## src/rtl/pingpong_capture_sched.sv

```systemverilog
// Ping-pong capture scheduler: frames the ADC/DDC valid stream into two BRAM buffers.
// Build option: define CAPTURE_ABORT_EN to let sinc restart a frame in progress.

module pingpong_capture_sched #(
  parameter int N_SAMPLES = 1024,
  parameter int FCNT_W    = 16
) (
  input  logic              clk,
  input  logic              rst,
  input  logic              arm,
  input  logic              sinc,
  input  logic              valid,
  input  logic [31:0]       datos_i,
  input  logic              rd_done_1,
  input  logic              rd_done_2,
  output logic              en_1,
  output logic              en_2,
  output logic [3:0]        wrt_en,
  output logic [31:0]       addr,
  output logic [31:0]       datos_o,
  output logic              rdy_1,
  output logic              rdy_2,
  output logic              overrun,
  output logic [FCNT_W-1:0] frame_cnt,
  output logic              busy
);

  // state     | meaning
  // IDLE      | capture disarmed
  // WAIT_SINC | armed, waiting for a frame start
  // CAPTURE   | writing samples into the active buffer

  localparam int CW = $clog2(N_SAMPLES);
  localparam logic [CW-1:0] LAST = CW'(N_SAMPLES - 1);

  typedef enum logic [1:0] {
    IDLE      = 2'd0,
    WAIT_SINC = 2'd1,
    CAPTURE   = 2'd2
  } state_t;

  state_t state_q, state_d;

  logic              act_q, act_d;
  logic [CW-1:0]     cnt_q, cnt_d, wr_cnt;
  logic              en1_q, en1_d, en2_q, en2_d, wr_q, wr_d;
  logic [31:0]       addr_q, addr_d, dat_q, dat_d;
  logic [1:0]        rdy_q, rdy_d;
  logic              ovr_q, ovr_d;
  logic [FCNT_W-1:0] fcnt_q, fcnt_d;
  logic              done_q, done_d, done_buf_q, done_buf_d;
  logic              act_rdy, abort, wr_fire, last_wr;

  assign act_rdy = rdy_q[act_q];

`ifdef CAPTURE_ABORT_EN
  assign abort = (state_q == CAPTURE) && sinc;
`else
  assign abort = 1'b0;
`endif

  assign wr_fire = (state_q == CAPTURE) && valid;
  assign wr_cnt  = abort ? '0 : cnt_q;
  assign last_wr = wr_fire && !abort && (cnt_q == LAST);

  always_ff @(posedge clk or posedge rst) begin
    if (rst) state_q <= IDLE;
    else     state_q <= state_d;
  end

  always_comb begin
    state_d = state_q;
    case (state_q)
      IDLE:      if (arm) state_d = WAIT_SINC;
      WAIT_SINC: begin
        if (!arm)                 state_d = IDLE;
        else if (sinc && !act_rdy) state_d = CAPTURE;
      end
      CAPTURE:   if (last_wr) state_d = WAIT_SINC;
      default:   state_d = IDLE;
    endcase
  end

  always_comb begin
    act_d      = act_q;
    cnt_d      = cnt_q;
    en1_d      = 1'b0;
    en2_d      = 1'b0;
    wr_d       = 1'b0;
    addr_d     = addr_q;
    dat_d      = dat_q;
    rdy_d      = rdy_q;
    ovr_d      = ovr_q;
    fcnt_d     = fcnt_q;
    done_d     = 1'b0;
    done_buf_d = done_buf_q;

    if (rd_done_1) rdy_d[0] = 1'b0;
    if (rd_done_2) rdy_d[1] = 1'b0;

    // Buffer is flagged the cycle after its last write lands in BRAM.
    if (done_q) begin
      rdy_d[done_buf_q] = 1'b1;
      fcnt_d            = fcnt_q + 1'b1;
    end

    if (state_q == WAIT_SINC && arm && sinc) begin
      if (act_rdy) ovr_d = 1'b1;
      else         cnt_d = '0;
    end

    if (wr_fire) begin
      en1_d  = !act_q;
      en2_d  = act_q;
      wr_d   = 1'b1;
      addr_d = {{(30-CW){1'b0}}, wr_cnt, 2'b00};
      dat_d  = datos_i;
      if (last_wr) begin
        act_d      = !act_q;
        cnt_d      = '0;
        done_d     = 1'b1;
        done_buf_d = act_q;
      end else begin
        cnt_d = wr_cnt + 1'b1;
      end
    end else if (abort) begin
      cnt_d = '0;
    end
  end

  always_ff @(posedge clk or posedge rst) begin
    if (rst) begin
      act_q      <= 1'b0;
      cnt_q      <= '0;
      en1_q      <= 1'b0;
      en2_q      <= 1'b0;
      wr_q       <= 1'b0;
      addr_q     <= '0;
      dat_q      <= '0;
      rdy_q      <= '0;
      ovr_q      <= 1'b0;
      fcnt_q     <= '0;
      done_q     <= 1'b0;
      done_buf_q <= 1'b0;
    end else begin
      act_q      <= act_d;
      cnt_q      <= cnt_d;
      en1_q      <= en1_d;
      en2_q      <= en2_d;
      wr_q       <= wr_d;
      addr_q     <= addr_d;
      dat_q      <= dat_d;
      rdy_q      <= rdy_d;
      ovr_q      <= ovr_d;
      fcnt_q     <= fcnt_d;
      done_q     <= done_d;
      done_buf_q <= done_buf_d;
    end
  end

  assign en_1      = en1_q;
  assign en_2      = en2_q;
  assign wrt_en    = {4{wr_q}};
  assign addr      = addr_q;
  assign datos_o   = dat_q;
  assign rdy_1     = rdy_q[0];
  assign rdy_2     = rdy_q[1];
  assign overrun   = ovr_q;
  assign frame_cnt = fcnt_q;
  assign busy      = (state_q == CAPTURE);

endmodule

```

## config.mk

```make
export PLATFORM = sky130hd
export DESIGN_NAME = pingpong_capture_sched
export DESIGN_NICKNAME = d
export VERILOG_FILES = /design/src/rtl/pingpong_capture_sched.sv
export SDC_FILE = /design/constraint.sdc
export NUM_CORES = 1
export LEC_CHECK = 0
export CAP_MARGIN = 20
export CORE_ASPECT_RATIO = 1.5
export CORE_MARGIN = 2
export CORE_UTILIZATION = 44
export CTS_CLUSTER_SIZE = 30
export DETAILED_ROUTE_END_ITERATION = 8
export PLACE_DENSITY = 0.8
export SKIP_LAST_GASP = 1
export SYNTH_ARGS = -nofsm -noshare
export SYNTH_HDL_FRONTEND = slang
export SYNTH_SLANG_ARGS = --single-unit
```

## constraint.sdc

```tcl
create_clock -name clk -period 3.7 [get_ports clk]
set_input_delay 1.11 -clock clk [delete_from_list [all_inputs] [get_ports clk]]
set_output_delay 1.11 -clock clk [all_outputs]
set_load 0.03 [all_outputs]
```

==> run metrics <==
critical path data arrival time 1.66 ns; vias per cell 4.72; Seq pwr share 0.425; H-Tree Depth 3; share of cells above drive strength 1 0.0747; Die W 76.2 um; minimum clock period 2.77 ns; Area growth syn-to-layout 39.8%; layout net count 491; Fill cells 623; Slew @ Worst Pin 0.514 ns; DR pass1 iterations 6; IO Pins 129; ANT nets after route 0; Max Cap Viol 0; Final GP Congestion 0.767; Post-CTS Setup Inserts 0; RSZ-0062 raised after global routing no; Die ar. 8550 sq um; Slew Viols, Final 0; vias in the first global route 2491; Clock power frac 0.408; routed wire length per instance 13.8 um; sequential area share after synthesis 0.575; PortBufs 106; Hold Path Class reg -> reg; Worst EP required 2.59 ns; mux contribution to synthesized area 0.0127; Post-Synthesis Cells 347; Gate power share 0.167; Net Sw Power 0.594 mW; DR iter-0 viols 176; Place WS 0.820 ns; Chip Height 112 um; FP Rows 39; prevailing post-synth register cell dfrtp_1; later-pin clock latency in the skew report 0.33 ns; Fin Hold WS 0.470 ns; final WL 7670 um; DR vias 2627; crit start category flop; # setup viols final 0; post-synth top area share 0.575; Adder-Cell Fraction of Synth Area 0.00728; initial antenna violation count 0; HPWL Detailed 5430 um; Synth Cell Area 3440 sq um; dpl cells 541; ys async rst share 1.00; critical path class reg -> out; syn_area_per_cell 9.91 sq um; critical path endpoint category primary output; Post-Synth Simple-Gate Area 0.221; Synth area leaders dfrtp_1 57%, nand2_1 15%, buf_4 6.3%, xnor2_1 2.5%, xor2_1 1.8%; IR drop worst, VDD 0.260 mV; Starting Density 0.452; CTS Hold Bufs 0; largest net degree at the start of global routing 80; CTS clk-pin slew, worst paths 0.06 ns; non-filler instance count after layout 557; count of state elements after synthesis 79; clock tree sinks 79; Post-synth EDFFs 0; Crit Path Max Fanout 4; largest family of logic cells by synthesized area simple AND/OR/NAND/NOR gates; yosys warns 0; final hold violation count 0; CTS Buffer Depth 2; setup_tns 0 ns; top cell type by total area after synthesis dfrtp_1; GR Util All Layers 0.185; Worst Setup Slack, final 0.927 ns; leak pwr 2.34 nW; global-route wire length before repair 12300 um; xor/xnor share of the synthesized area 0.0433; final period utilization 0.750; clock skew 0.00580 ns; PwrDens 474 nW/um^2; Synth Area in Compound Gates 0.0571; post-cts resize count 0; CTS Root Cell clkbuf_16; core area 7610 sq um; Internal 1.68 mW; Unique masters post-synth 42; CTS tree yes; grt total ovfl 0; DRC 0; f_max 0.361 GHz; ant diodes 0; status finished clean; CTS Buf Count 9; slew margin rel. 0.647; switching part of the total 0.261
metal layers:
metal	global-route usage	up-vias	wire length [um]
met5	0	-	0
met4	0.0885	0	164
met3	0.0450	11	329
met2	0.312	86	4010
met1	0.224	1259	3170
li1	-	1271	-
sequential cells by signal, summed over array words and instances, names as in the netlist, 2 cells and up:
name	cells
addr	10
cnt_q	10
datos_o	32
frame_cnt	16
rdy_q	2
state_q	2
power by group through the flow:
stage	clock, mW	combinational, mW	sequential (mW)
finish	0.930	0.380	0.969
global route	0.995	0.407	0.976
CTS	0.955	0.384	0.968
detailed placement	0	0.383	0.983
global placement	0	0.375	0.980
floorplan	0	0.152	1.06
kinds of logic (layout without fill, tap and decap cells):
family                   Yosys count  after routing
AND/OR/NAND/NOR                  173            173
buffers and inverters             45            132
other                              1             22
adder cells (fa/ha/maj)            2              2
flip-flops                        79             79
XOR/XNOR                          17             17
AO/OA/AOI/OAI                     26             26
multiplexers                       4              4
layout make-up:
class                   count  area (sq um)  area share
inverters                   7          27.5     0.00573
repair buffers            109          1100       0.228
well taps                 102           128      0.0265
multi-input cells         244          1260       0.261
clock inverters             6          83.8      0.0174
clock buffers              10           239      0.0497
flip-flops and latches     79          1980       0.411
cells in the mapped netlist, drive strengths merged, types with 2 or more instances:
master  instances
ha              2
xor2            7
o21ai          11
xnor2          10
and4            2
a21oi           3
nor3            3
and3            4
nand4           6
mux2            3
buf            35
clkbuf          3
a22o            3
a21o            3
inv             7
dfrtp          79
nand2         136
nand3           9
nor2            9
worst max-delay path, cell delays in order (launching register included):
cell             delay, ns
dfrtp_1               0.41
inv_1                 0.11
nor2_1                0.13
clkdlybuf4s50_1       0.68
metrics by stage:
step	utilization	total power, mW	instance area (sq um)
after floorplan	-	1.22	3520
after global placement	0.589	1.35	4480
after detailed placement	0.589	1.37	4480
after CTS	0.631	2.31	4810
after global routing	0.631	2.38	4810
final	0.631	2.28	4810
worst paths after layout:
check | startpoint | end | slack (ns) | cells after the start
max | state_q[1] | busy | 0.93 | 3
min | datos_o[6] | datos_o[6] | 0.47 | 2
max reg2reg | cnt_q[1] | done_buf_q | 1.90 | 5
min reg2reg | datos_o[6] | datos_o[6] | 0.47 | 2
max in group asynchronous | rst | addr[5] | 2.19 | 3
min in group asynchronous | rst | datos_o[5] | 1.20 | 3
placed cells by master, fill, tap and decap left out, drive strengths merged, types with 2 or more instances in the layout:
cell           instances
a21o                   3
a21oi                  3
a22o                   3
and3                   4
and4                   2
buf                    3
bufinv                 2
clkbuf                10
clkdlybuf4s50        106
clkinv                 5
conb                  22
dfrtp                 79
ha                     2
inv                    6
mux2                   3
nand2                136
nand3                  9
nand4                  6
nor2                   9
nor3                   3
o21ai                 11
xnor2                 10
xor2                   7
Note: power is estimated with default switching activity, not from simulation.
